[src/rtl/regfile_pkg.sv]
`default_nettype none
// +----------------------------------------------------------------------------+
// | regfile_pkg: shared defaults and select-width helper for regfile_sb        |
// | Rev 1.0                                                                     |
// +----------------------------------------------------------------------------+
package regfile_pkg;

  localparam int REGF_DATA_W   = 8;
  localparam int REGF_NUM_REGS = 4;

  function automatic int regf_sel_w(input int num_regs);
    return (num_regs > 1) ? $clog2(num_regs) : 1;
  endfunction

endpackage
`default_nettype wire

[src/rtl/regfile_scoreboard.sv]
`default_nettype none
// +----------------------------------------------------------------------------+
// | regfile_scoreboard: per-register busy bits with set-over-clear priority    |
// | Rev 1.0                                                                     |
// +----------------------------------------------------------------------------+
module regfile_scoreboard
  import regfile_pkg::*;
#(
  parameter int  NUM_REGS = REGF_NUM_REGS,
  parameter bit  ZERO_R0  = 1'b0,
  localparam int SEL_W    = regf_sel_w(NUM_REGS)
) (
  input  logic                clk,
  input  logic                rst,
  input  logic                i_wr_en,
  input  logic [SEL_W-1:0]    i_wr_sel,
  input  logic                i_set_en,
  input  logic [SEL_W-1:0]    i_set_sel,
  output logic [NUM_REGS-1:0] o_busy,
  output logic                o_any_busy
);

  logic [NUM_REGS-1:0] busy_d;
  logic [NUM_REGS-1:0] busy_q;

  // A new load issued on the same edge as a write supersedes that write.
  always_comb begin
    busy_d = busy_q;
    if (i_wr_en) busy_d[i_wr_sel] = 1'b0;
    if (i_set_en) busy_d[i_set_sel] = 1'b1;
    if (ZERO_R0) busy_d[0] = 1'b0;
  end

  always_ff @(posedge clk) begin
    if (rst) busy_q <= '0;
    else     busy_q <= busy_d;
  end

  assign o_busy     = busy_q;
  assign o_any_busy = |busy_q;

endmodule
`default_nettype wire

[src/rtl/regfile_sb.sv]
`default_nettype none
// +----------------------------------------------------------------------------+
// | regfile_sb: 2R/1W register file with optional bypass and busy scoreboard   |
// | Rev 1.0                                                                     |
// +----------------------------------------------------------------------------+
module regfile_sb
  import regfile_pkg::*;
#(
  parameter int  DATA_W   = REGF_DATA_W,
  parameter int  NUM_REGS = REGF_NUM_REGS,
  parameter bit  BYPASS   = 1'b1,
  parameter bit  ZERO_R0  = 1'b0,
  localparam int SEL_W    = regf_sel_w(NUM_REGS)
) (
  input  logic              CLK,
  input  logic              areset,
  input  logic [SEL_W-1:0]  selector_a,
  input  logic [SEL_W-1:0]  selector_b,
  output logic [DATA_W-1:0] data_out_a,
  output logic [DATA_W-1:0] data_out_b,
  output logic              busy_a,
  output logic              busy_b,
  input  logic              write_bit,
  input  logic [SEL_W-1:0]  selector_e,
  input  logic [DATA_W-1:0] data_in,
  input  logic              busy_set,
  input  logic [SEL_W-1:0]  busy_sel,
  output logic              any_busy
);

  logic [DATA_W-1:0]   regs_d [NUM_REGS];
  logic [DATA_W-1:0]   regs_q [NUM_REGS];
  logic [NUM_REGS-1:0] busy_w;

  always_comb begin
    regs_d = regs_q;
    if (write_bit && !(ZERO_R0 && selector_e == '0)) regs_d[selector_e] = data_in;
  end

  always_ff @(posedge CLK) begin
    if (areset) begin
      for (int i = 0; i < NUM_REGS; i++) regs_q[i] <= '0;
    end else begin
      regs_q <= regs_d;
    end
  end

  regfile_scoreboard #(
    .NUM_REGS (NUM_REGS),
    .ZERO_R0  (ZERO_R0)
  ) u_scoreboard (
    .clk        (CLK),
    .rst        (areset),
    .i_wr_en    (write_bit),
    .i_wr_sel   (selector_e),
    .i_set_en   (busy_set),
    .i_set_sel  (busy_sel),
    .o_busy     (busy_w),
    .o_any_busy (any_busy)
  );

  // Forwarding stays live during areset; reset only acts at the edge.
  for (genvar p = 0; p < 2; p++) begin : g_rd
    logic [SEL_W-1:0]  sel;
    logic [DATA_W-1:0] rd_data;
    logic              rd_busy;

    assign sel = (p == 0) ? selector_a : selector_b;

    always_comb begin
      rd_data = regs_q[sel];
      rd_busy = busy_w[sel];
      if (ZERO_R0 && sel == '0) begin
        rd_data = '0;
        rd_busy = 1'b0;
      end else if (BYPASS && write_bit && selector_e == sel) begin
        rd_data = data_in;
        rd_busy = 1'b0;
      end
    end
  end

  assign data_out_a = g_rd[0].rd_data;
  assign busy_a     = g_rd[0].rd_busy;
  assign data_out_b = g_rd[1].rd_data;
  assign busy_b     = g_rd[1].rd_busy;

endmodule
`default_nettype wire
[config.mk]
export PLATFORM = sky130hd
export DESIGN_NAME = regfile_sb
export DESIGN_NICKNAME = d
export VERILOG_FILES = /design/src/rtl/regfile_pkg.sv /design/src/rtl/regfile_scoreboard.sv /design/src/rtl/regfile_sb.sv
export SDC_FILE = /design/constraint.sdc
export NUM_CORES = 1
export LEC_CHECK = 0
export CAP_MARGIN = 15
export CORE_MARGIN = 3
export CORE_UTILIZATION = 40
export DETAILED_ROUTE_END_ITERATION = 10
export DONT_BUFFER_PORTS = 1
export PLACE_DENSITY_LB_ADDON = 0.25
export SLEW_MARGIN = 40
export SYNTH_ARGS = -nofsm -noshare
export SYNTH_HDL_FRONTEND = slang
export SYNTH_SLANG_ARGS = --single-unit
[constraint.sdc]
create_clock -name CLK -period 1.19 [get_ports CLK]
set_clock_uncertainty 0.05 [all_clocks]
set_input_delay 0.1785 -clock CLK [delete_from_list [all_inputs] [get_ports CLK]]
set_output_delay 0.1785 -clock CLK [all_outputs]
set_load 0.005 [all_outputs]
==> results.md, run 1 <==
- Status: finished with violations
- Failing checks: hold timing, setup timing
- DIE AREA: 6180 um2
- Most used flip-flop cell after synthesis: dfxtp_1
- Core area: 4910 um2
- Warnings from Yosys: 0
- Max-slew violation count: 0
- Layout Area Growth over Synthesis: 12.7%
- # DRC: 0
- Multi-input gate area: 1300 um2
- Setup TNS: -6.74 ns
- Post-Layout Cell Count: 259
- Hold crit path type: input pin to register
- Via density: 5.64
- Delay-heaviest family, CP: multiplexers
- Critical-path cell list: mux4_2, mux2_4
- Hpwl dp: 3250 um
- Arr. time, crit path: 1.35 ns
- Hold Vio Cnt, Final: 2
- Wirelength per Cell: 19.1 um
- Global-route wire length before repair: 7850 um
- Reg2Reg Depth: 3
- Yosys reg bits: 36
- IO buf count: 0
- Via count: 1462
- Static leakage: 0.998 nW
- Worst-case clock buffer depth: 2
- I/O Pins: 39
- Initial antenna violation count: 0
- # diodes: 0
- Total global routing overflow: 0
- GPL Wtd Cong: 0.747
- Skew-Pair Late Insertion Delay: 0.28 ns
- Largest area contributor in the netlist: dfxtp_1
- Tot GR Track Use: 16.4%
- Crit path required time: 0.96 ns
- Clk sinks: 36
- Worst r2r dst: u_scoreboard.o_busy[3]
- Placed Area: 2130 um2
- Pwr dens: 1050 nW/um2
- Die span in y: 78.6 um
- Vias in the first global route: 1483
- Placement row count: 25
- Minimum clock period: 1.58 ns
- Core Util, Final: 48.5%
- Slowest cell on the critical path: mux4_2
- Final setup fails: 19
- Mapped Nets: 203
- Post-route ant nets: 0
- Mean Syn Cell Area: 11.5 um2
- Slew HR: 83.7%
- Worst path depth: 2
- Number of CTS-inserted buffers: 5
- CTS tree: yes
- R2R setup slack: 0.37 ns
- First DRT Iteration DRCs: 86
- Routed WL: 4940 um
- Setup ws final: -0.387 ns
- Placed cells: 239
- Post-synth ARST share: 0%
- CTS H-tree lvls: 2
- Crit path to: data_out_b[3]
- CP Max Fanout: 3
- Worst Setup End Kind: output port
- Worst-path clk slew: 0.07 ns
- Nets: 212
- Fin Hold WS: -0.0285 ns
- Crit path kind: register to output port
- Layout cells sized above 1: 38.5%
- Initial Utilization: 43.0%
- Sw Pwr: 0.606 mW
- Switching share of power: 24.2%
- Post-synth EDFFs: 0
- Design Power: 2.51 mW
- DIE WIDTH: 78.6 um
- Comb power frac: 16.4%
- Biggest cell delay along the critical path: 0.47 ns
- Largest net degree at the start of global routing: 35
- Fmax: 634 MHz
- Root buffer cell: clkbuf_8
- Syn Inst Count: 183
- Fillcell total: 444
- Pre-CTS setup slack: -0.0976 ns
- Critical Path Source: regs_q[3]
- Peak VDD IR: 658 uV
- Synth Cell Area: 2110 um2
- Sequential power share: 51.2%
- DR pass1 iterations: 4
- Share of the synthesized area in the top cell type: 34.1%
- Register area share after synthesis: 34.1%
- Worst r2r src: u_scoreboard.o_busy[3]
- Max Cap Violations: 0
- Clock group share of total power: 32.4%
- WP buf/inv: 0
- Top post-synthesis cells by area: dfxtp_1 34%, mux4_2 19%, mux2i_1 11%
- Period utilization: 133%
- Library cells used by synthesis: 22
- RSZ-0062 raised after global routing: true
- Actual slew at the worst max-slew pin: 0.244 ns
- Register area: 741 um2
- Fin area: 2380 um2
- Startpoint types: register
- Internal: 1.90 mW
- Top-count cell post-synth: dfxtp_1
- Top cells by count, synth: 36 x dfxtp_1, 26 x nor2_1, 24 x mux2i_1, 18 x mux4_2, 17 x nand2_1
==> worst min-delay path by stage <==
| stage | end | slack, ns | cells past startpoint | from |
|---|---|---|---|---|
| after global placement | u_scoreboard.o_busy[1] | 0.20 | 1 | areset |
| after global routing | regs_q[7] | 0.0008 | 2 | data_in[7] |
| after detailed placement | u_scoreboard.o_busy[3] | 0.21 | 1 | areset |
| after floorplan | regs_q[0] | 0.26 | 2 | data_in[0] |
| after CTS | regs_q[14] | 0.0003 | 2 | data_in[6] |
| final | regs_q[7] | -0.03 | 2 | data_in[7] |
==> routing by layer <==
metal / wire, um / vias to the layer above / GRT usage, %
met3: 331 / 6 / 4.59
li1: - / 676 / -
met4: 38 / 0 / 3.50
met1: 2040 / 739 / 20.2
met5: 0 / - / 0
met2: 2530 / 41 / 28.4
==> timing repair <==
item / in CTS / in global routing
resized for setup: 15 / 7
setup buffers: 1 / 0
setup endpoints to repair: 19 / 22
pin swaps: 0 / 1
hold buffers: 12 / 3
endpoints found under the hold margin: 36 / 3
==> cells by family after synthesis <==
logic type	after synthesis	share of synthesized area, %
xor+xnor	4	3.08
mux	58	42.0
buf+inv	17	4.98
simple gates	56	12.6
flops	36	34.1
compound gates	12	3.20
==> registers in the layout, summed over array words and instances, names as in the netlist <==
signal	count
u_scoreboard.o_busy	4
regs_q	32
==> power by group through the flow <==
stage	registers (mW)	clock network, mW	logic (mW)
6_report	1.28	0.813	0.410
5_1_grt	1.29	0.878	0.440
4_1_cts	1.28	0.827	0.408
3_5_place_dp	1.31	0	0.342
3_3_place_gp	1.30	0	0.336
2_1_floorplan	1.30	0	0.374
==> placed cells by master, fill, tap and decap left out, types with 2 or more instances in the layout <==
cell | synthesis | final
mux2i_1 | 24 | 24
nand3_4 | 2 | 2
a32oi_1 | 2 | 2
mux4_2 | 18 | 18
xnor2_2 | 4 | 4
nor2_1 | 26 | 26
nand2_1 | 17 | 17
nand3_1 | 3 | 3
buf_4 | 1 | 5
a21oi_2 | 0 | 2
a21oi_1 | 10 | 8
nand3b_1 | 2 | 2
and2_4 | 0 | 2
dfxtp_1 | 36 | 20
mux2_4 | 16 | 16
dlygate4sd3_1 | 0 | 11
clkbuf_8 | 0 | 5
inv_1 | 2 | 2
dfxtp_2 | 0 | 16
==> area by class of cell <==
class,count,area share [%]
Clock inverter,1,0.210
Inverter,2,0.315
Sequential cell,36,31.1
Timing Repair Buffer,17,7.05
Tap cell,67,3.52
Multi-Input combinational cell,130,54.7
Clock buffer,6,3.05
Power figures use the tool's default switching activity.
==> run 2: changes to the inputs <==
--- a/config.mk
+++ b/config.mk
@@ -8,9 +8,11 @@
 export CAP_MARGIN = 15
 export CORE_MARGIN = 3
 export CORE_UTILIZATION = 40
+export CTS_CLUSTER_DIAMETER = 100
 export DETAILED_ROUTE_END_ITERATION = 10
 export DONT_BUFFER_PORTS = 1
 export PLACE_DENSITY_LB_ADDON = 0.25
+export RECOVER_POWER = 25
 export SLEW_MARGIN = 40
 export SYNTH_ARGS = -nofsm -noshare
 export SYNTH_HDL_FRONTEND = slang
==> results.md, run 2 (synthesis gave the netlist of run 1 again) <==
- Actual slew at the worst max-slew pin: 0.244 ns (unchanged)
- Clock group share of total power: 32.4% (about the same)
- Internal: 1.90 mW (about the same)
- Crit path to: data_out_b[3]
- Global-route wire length before repair: 7850 um (unchanged)
- RSZ-0062 raised after global routing: true
- Arr. time, crit path: 1.35 ns (about the same)
- Nets: 212 (unchanged)
- Tot GR Track Use: 16.4% (unchanged)
- Clk sinks: 36 (unchanged)
- Most frequent cells in the layout: 26 x nor2_1, 24 x mux2i_1, 21 x dfxtp_1
- Skew-Pair Late Insertion Delay: 0.28 ns (about the same)
- Switching share of power: 24.2% (about the same)
- Hold Vio Cnt, Final: 2 (unchanged)
- Core area: 4910 um2 (unchanged)
- Biggest cell delay along the critical path: 0.47 ns (about the same)
- CP Max Fanout: 3 (unchanged)
- Hpwl dp: 3250 um (unchanged)
- Wirelength per Cell: 19.1 um (unchanged)
- Minimum clock period: 1.58 ns (unchanged)
- # diodes: 0 (unchanged)
- Sequential power share: 51.2% (about the same)
- Design Power: 2.51 mW (about the same)
- CTS H-tree lvls: 2 (unchanged)
- Initial antenna violation count: 0 (unchanged)
- Critical Path Source: regs_q[3]
- Max-slew violation count: 0 (unchanged)
- Vias in the first global route: 1483 (unchanged)
- Worst r2r dst: u_scoreboard.o_busy[3]
- Failing checks: hold timing, setup timing
- DIE WIDTH: 78.6 um (unchanged)
- Setup ws final: -0.387 ns (unchanged)
- Worst-case clock buffer depth: 2 (unchanged)
- Met1 usage: 20.2% (unchanged)
- IO buf count: 0 (unchanged)
- Total global routing overflow: 0 (unchanged)
- Worst r2r src: u_scoreboard.o_busy[3]
- Static leakage: 0.998 nW (about the same)
- Fillcell total: 445 (+0.23%)
- Worst-path clk slew: 0.07 ns (about the same)
- Post-Layout Cell Count: 259 (unchanged)
- DIE AREA: 6180 um2 (unchanged)
- Comb power frac: 16.4% (about the same)
- Placement row count: 25 (unchanged)
- Placed cells: 239 (unchanged)
- Met3 GRT Util: 4.59% (unchanged)
- # DRC: 0 (unchanged)
- CTS tree: yes
- Slowest cell on the critical path: mux4_2
- Setup TNS: -6.74 ns (unchanged)
- Fin Hold WS: -0.0285 ns (unchanged)
- Startpoint types: register
- R2R setup slack: 0.37 ns (about the same)
- Initial Utilization: 43.0% (unchanged)
- DR pass1 iterations: 4 (unchanged)
- Slew HR: 83.7% (unchanged)
- GPL Wtd Cong: 0.747 (unchanged)
- Max Cap Violations: 0 (unchanged)
- Number of CTS-inserted buffers: 5 (unchanged)
- Period utilization: 133% (unchanged)
- First DRT Iteration DRCs: 86 (unchanged)
- Largest register FFs: 32 (unchanged)
- Met2 GRT Util: 28.4% (unchanged)
- Sw Pwr: 0.606 mW (unchanged)
- Crit path required time: 0.96 ns (about the same)
- Crit path kind: register to output port
- Largest net degree at the start of global routing: 35 (unchanged)
- Reg2Reg Depth: 3 (unchanged)
- Final setup fails: 19 (unchanged)
- Fmax: 634 MHz (unchanged)
- Most common cell after layout, fill and taps aside: nor2_1
- Top reg by flops: regs_q
- Routed WL: 4940 um (unchanged)
- Die span in y: 78.6 um (unchanged)
- Layout Area Growth over Synthesis: 12.7% (about the same)
- Status: finished with violations
- Critical-path cell list: mux4_2, mux2_4
- Hold crit path type: input pin to register
- Root buffer cell: clkbuf_8
- Post-route ant nets: 0 (unchanged)
- Via count: 1462 (unchanged)
- Core Util, Final: 48.4% (about the same)
- I/O Pins: 39 (unchanged)
- Worst Setup End Kind: output port
- Busiest grt layer: met2
- Pwr dens: 1050 nW/um2 (about the same)
- Layout cells sized above 1: 38.0% (-0.52 points)
- Via density: 5.64 (unchanged)
- Peak VDD IR: 658 uV (about the same)
-- run 2: area by class of cell --
class / count / area [um2] / share of cell area (%)
Multi-Input combinational cell: 130 / 1300 / 54.8
Sequential cell: 36 / 739 / 31.1
Timing Repair Buffer: 17 / 168 / 7.05
Tap cell: 67 / 83.8 / 3.52
Clock buffer: 6 / 72.6 / 3.05
Inverter: 2 / 7.51 / 0.316
Clock inverter: 1 / 5.00 / 0.210
-- run 2: timing repair --
action | 4_1_cts | 5_1_grt
resized for setup | 15 | 7
setup buffers | 1 | 0
cloned | 0 | 0
endpoints found under the hold margin | 36 | 3
pin swaps | 0 | 1
setup endpoints to repair | 19 | 22
hold buffers | 12 | 3
-- run 2: worst max-delay path, delay by kind of cell (launching register included) --
family / cells / cell delay (ns)
DFF: 1 / 0.33
muxes: 2 / 0.75
-- run 2: power groups by stage --
stage / sequential (mW) / clock, mW / combinational (mW)
after floorplan: 1.30 / 0 / 0.374
after global placement: 1.30 / 0 / 0.336
after detailed placement: 1.31 / 0 / 0.342
after CTS: 1.28 / 0.827 / 0.408
after global routing: 1.29 / 0.878 / 0.440
final: 1.28 / 0.813 / 0.410
-- run 2: per-stage QoR --
step                instance area, um2  setup WS (ns)
detailed placement                2130        -0.0976
CTS                               2370         -0.393
floorplan                         2150        -0.0788
finish                            2380         -0.387
global placement                  2130        -0.0714
global route                      2380         -0.424
-- run 2: worst min path at each step --
stage | end | start | cells past startpoint | slack (ns)
finish | regs_q[7] | data_in[7] | 2 | -0.03
global placement | u_scoreboard.o_busy[1] | areset | 1 | 0.20
global route | regs_q[7] | data_in[7] | 2 | 0.0008
CTS | regs_q[14] | data_in[6] | 2 | 0.0003
floorplan | regs_q[0] | data_in[0] | 2 | 0.26
detailed placement | u_scoreboard.o_busy[3] | areset | 1 | 0.21
-- run 2: per-layer routing --
layer | vias to the layer above | share of wire, %
met5 | - | 0
li1 | 676 | -
met1 | 739 | 41
met2 | 41 | 51
met4 | 0 | 0.77
met3 | 6 | 6.7
==> variant 1 (config.mk and constraints of run 2) <==
Put a register stage on the outputs `data_out_a`, `data_out_b`, `busy_a` and `busy_b`, cleared by the reset. The values now appear one clock later. The other outputs are not delayed to match.
--- a/src/rtl/regfile_sb.sv
+++ b/src/rtl/regfile_sb.sv
@@ -80,10 +80,19 @@
     end
   end
 
-  assign data_out_a = g_rd[0].rd_data;
-  assign busy_a     = g_rd[0].rd_busy;
-  assign data_out_b = g_rd[1].rd_data;
-  assign busy_b     = g_rd[1].rd_busy;
+  always_ff @(posedge CLK) begin
+    if (areset) begin
+      data_out_a <= '0;
+      data_out_b <= '0;
+      busy_a     <= '0;
+      busy_b     <= '0;
+    end else begin
+      data_out_a <= g_rd[0].rd_data;
+      data_out_b <= g_rd[1].rd_data;
+      busy_a     <= g_rd[0].rd_busy;
+      busy_b     <= g_rd[1].rd_busy;
+    end
+  end
 
 endmodule
 `default_nettype wire
Behaviour: not the same (a bounded check fails within 4 cycles, from zero or initial values and one cycle with areset high).
==> variant 1 against run 2 <==
The run still ends with negative hold slack, negative setup slack left; design area is 22% higher; sequential power up 50%; via count increased by 30%; worst setup slack better by 0.19 ns; critical path type unchanged; wire length is 33% higher; sequential share of layout area is 6.5 points higher; clock power up 51%; die area up 24%; sequential cell count up 18; utilization is 3.1 points lower; combinational power up 7.3%; register-to-register slack worse by 0.39 ns; synthesized area up 26%; power up 43%.
==> variant 1: results <==
set metrics [dict create \
    status "finished with violations" \
    violations "negative hold slack, negative setup slack" \
    grt_max_degree 55 \
    final-clk-cell-share_pct 3.67 \
    muxShareOfSynthArea_pct 24.6 \
    synth_compound_area_share_pct 10.7 \
    dpl.hpwl_um 4270 \
    yosysWarningCount 0 \
    rows 29 \
    place_congestion 0.801 \
    holdWs_ns -0.120 \
    inverters_excl_clock 3 \
    drt_iter0_drc 138 \
    fillers 602 \
    crit_slowest_cell "or4_4" \
    synth-seq-area-share_pct 40.8 \
    netlist_instances 242 \
    fin_nets 268 \
    synth_xor_area_share_pct 6.18 \
    setup_viol 3 \
    multi_input_area_share_pct 50.4 \
    grt_pass1_vias 1829 \
    place_area_um2 2740 \
    clock_buffers 7 \
    finalHoldViolations 54 \
    whs_endpoint "data_out_a[7]" \
    final-nonclk-buf-share_pct 4.67 \
    grt_use_total_pct 18.2 \
    nMultiInputCombCells 166 \
    synth_nets 262 \
    seq_share_pct 37.6 \
    signal_buffers 18 \
    path_clk_slew_ns 0.09 \
    grt_first_pass_wirelength_um 10300 \
    p_sw_uw 847 \
    r2r_end "busy_b" \
    clock_latency_ns 0.31 \
    register_area_um2 1090 \
    min_path_cells 1 \
    hp-start "areset" \
    reg_top3 "regs_q x32, data_out_a x8, data_out_b x8" \
    ff2ff_path_depth 4 \
    ys_top_cells_by_count "54 x dfxtp_1, 28 x nor2_1, 26 x a21oi_1" \
    cts_setup_buffers 2 \
    endpoint "any_busy" \
    startpoint "u_scoreboard.o_busy[3]" \
    synthDistinctLibCells 27 \
    critical_path.top_delay_family "simple AND/OR/NAND/NOR gates" \
    routed_wl_um 6580 \
    slowest_delay_ns 0.53 \
    vdd.ir_drop.worst_v 0.000448 \
    setup_slack_ns -0.198 \
    p_leak_nw 1.09 \
    cp.arrival_ns 1.16 \
    dp_slack_ns 0.0246 \
    synth_area_leaders "dfxtp_1 41%, mux4_2 14%, mux2i_1 9.1%, o31ai_1 5.1%, a21oi_1 4.9%" \
    dp.cells 316 \
    drive_gt1_share_pct 26.5 \
    tns_ns -0.222 \
]
## variant 1: cell types whose count changed after synthesis, moves of 3 or more
cell / run 2 / this run
a21oi_1: 10 / 26
buf_4: 1 / 5
dfxtp_1: 36 / 54
mux2_4: 16 / 0
nand4_1: 0 / 16
o31ai_1: 0 / 18
xor2_4: 0 / 3
## variant 1: power by group through the flow
stage               clock network, mW  logic [mW]  registers (mW)
finish                           1.23       0.440            1.92
global route                     1.31       0.472            1.93
CTS                              1.25       0.433            1.92
detailed placement                  0       0.415            1.96
global placement                    0       0.412            1.96
floorplan                           0       0.384            1.95
## variant 1: per-layer routing
metal | share of wire, % | GRT usage, % | vias up
met1 | 43 | 24.2 | 932
met5 | 0 | 0 | -
met4 | 1.1 | 4.60 | 0
met3 | 5.8 | 4.64 | 6
met2 | 50 | 29.6 | 49
li1 | - | - | 908
==> variant 2 (flow settings as in run 2) <==
Made on the original files. `ZERO_R0` is set to 1'b0 in 2 places; all go to 1'b1.
--- a/src/rtl/regfile_scoreboard.sv
+++ b/src/rtl/regfile_scoreboard.sv
@@ -7,7 +7,7 @@
   import regfile_pkg::*;
 #(
   parameter int  NUM_REGS = REGF_NUM_REGS,
-  parameter bit  ZERO_R0  = 1'b0,
+  parameter bit  ZERO_R0  = 1'b1,
   localparam int SEL_W    = regf_sel_w(NUM_REGS)
 ) (
   input  logic                clk,
--- a/src/rtl/regfile_sb.sv
+++ b/src/rtl/regfile_sb.sv
@@ -9,7 +9,7 @@
   parameter int  DATA_W   = REGF_DATA_W,
   parameter int  NUM_REGS = REGF_NUM_REGS,
   parameter bit  BYPASS   = 1'b1,
-  parameter bit  ZERO_R0  = 1'b0,
+  parameter bit  ZERO_R0  = 1'b1,
   localparam int SEL_W    = regf_sel_w(NUM_REGS)
 ) (
   input  logic              CLK,
Behaviour: not the same (a bounded check fails within 4 cycles, from zero or initial values and one cycle with areset high).
==> variant 2 against run 2 <==
The flow finishes with violations (negative setup slack); synthesized area is 24% lower; worst setup slack better by 0.12 ns; sequential cell count is 9 lower; via count is 16% higher; power is 24% lower; final cell count is 5.4% higher; largest power group unchanged; utilization is 4.6 points higher; critical path depth is 3 higher; register-to-register slack better by 0.05 ns; design area is 16% lower; wire length is 6.3% higher.
==> variant 2: results <==
set metrics [dict create \
    largest_reg_flops 24 \
    synth_nets 226 \
    fillers 374 \
    h-tree-depth 1 \
    p_leak_nw 0.773 \
    synth_compound_area_share_pct 25.2 \
    violations "negative setup slack" \
    grt_max_degree 28 \
    cp.arrival_ns 1.23 \
    design_area_um2 1990 \
    synth-seq-area-share_pct 33.9 \
    cts-resized-gates 40 \
    dp.cells 258 \
    status "finished with violations" \
    tns_ns -2.73 \
    drive_gt1_share_pct 28.4 \
    place_congestion 0.819 \
    drt_first_pass_iters 5 \
    dp_slack_ns -0.261 \
    vias 1698 \
    synth_xor_area_share_pct 2.20 \
    setup_viol 19 \
    ys_top_cells_by_count "52 x nand2_1, 28 x a21oi_1, 27 x dfxtp_1" \
    place_area_um2 1740 \
    routedWlPerCell_um 19.2 \
    dpl.hpwl_um 3410 \
    grt_use_total_pct 21.2 \
    drt_iter0_drc 153 \
    tightest_slew_ns 0.484 \
    ctsHoldBuffers 9 \
    setup_slack_ns -0.268 \
    cts_setup_buffers 3 \
    synth_area_leaders "dfxtp_1 34%, nand2_1 12%, a222oi_1 10%, mux2i_1 10%, a21oi_1 8.8%" \
]
variant 2: cell types whose count changed after synthesis, sizes merged, moves of 6 or more:
cell | before | now
mux2 | 16 | 2
mux2i | 24 | 16
a222oi | 0 | 16
dfxtp | 36 | 27
o21ai | 0 | 16
inv | 2 | 8
a21oi | 10 | 28
nor2 | 26 | 1
mux4 | 18 | 0
nand2 | 17 | 52
variant 2: worst paths after layout:
path / from / to / slack, ns / cells past startpoint
max: selector_b[1] / data_out_b[2] / -0.27 / 5
min: busy_sel[0] / u_scoreboard.o_busy[1] / 0.02 / 2
max reg2reg: regs_q[18] / regs_q[18] / 0.42 / 3
min reg2reg: regs_q[12] / regs_q[12] / 0.42 / 2
variant 2: cell families (layout without fill, tap and decap cells):
logic type | Yosys count | after routing
buffers and inverters | 28 | 47
AND/OR/NAND/NOR | 66 | 66
flip-flops | 27 | 27
XOR/XNOR | 4 | 4
AO/OA/AOI/OAI | 63 | 63
multiplexers | 18 | 18
variant 2: routing by layer:
layer / track usage [%] / vias up / wire [um]
met5: 0 / - / 0
met4: 5.86 / 0 / 60
met3: 5.83 / 6 / 437
met2: 37.8 / 90 / 2620
met1: 24.7 / 824 / 2130
li1: - / 778 / -
variant 2: report_power, final:
group	switching, mW	internal [mW]
clock network	0.284	0.240
registers	0.0250	0.940
logic	0.206	0.202
total	0.514	1.38
variant 2: critical path, cell delays in order:
cell and delay (ns):
xnor2_4 0.19, a31oi_4 0.14, buf_6 0.16, a222oi_1 0.37, buf_4 0.19
variant 2: cell type report:
class	instances	share of cell area, %
well taps	48	3.02
inverters	10	1.89
repair buffers	33	15.0
flip-flops and latches	27	28.7
clock buffers	4	2.27
multi-input cells	151	49.1
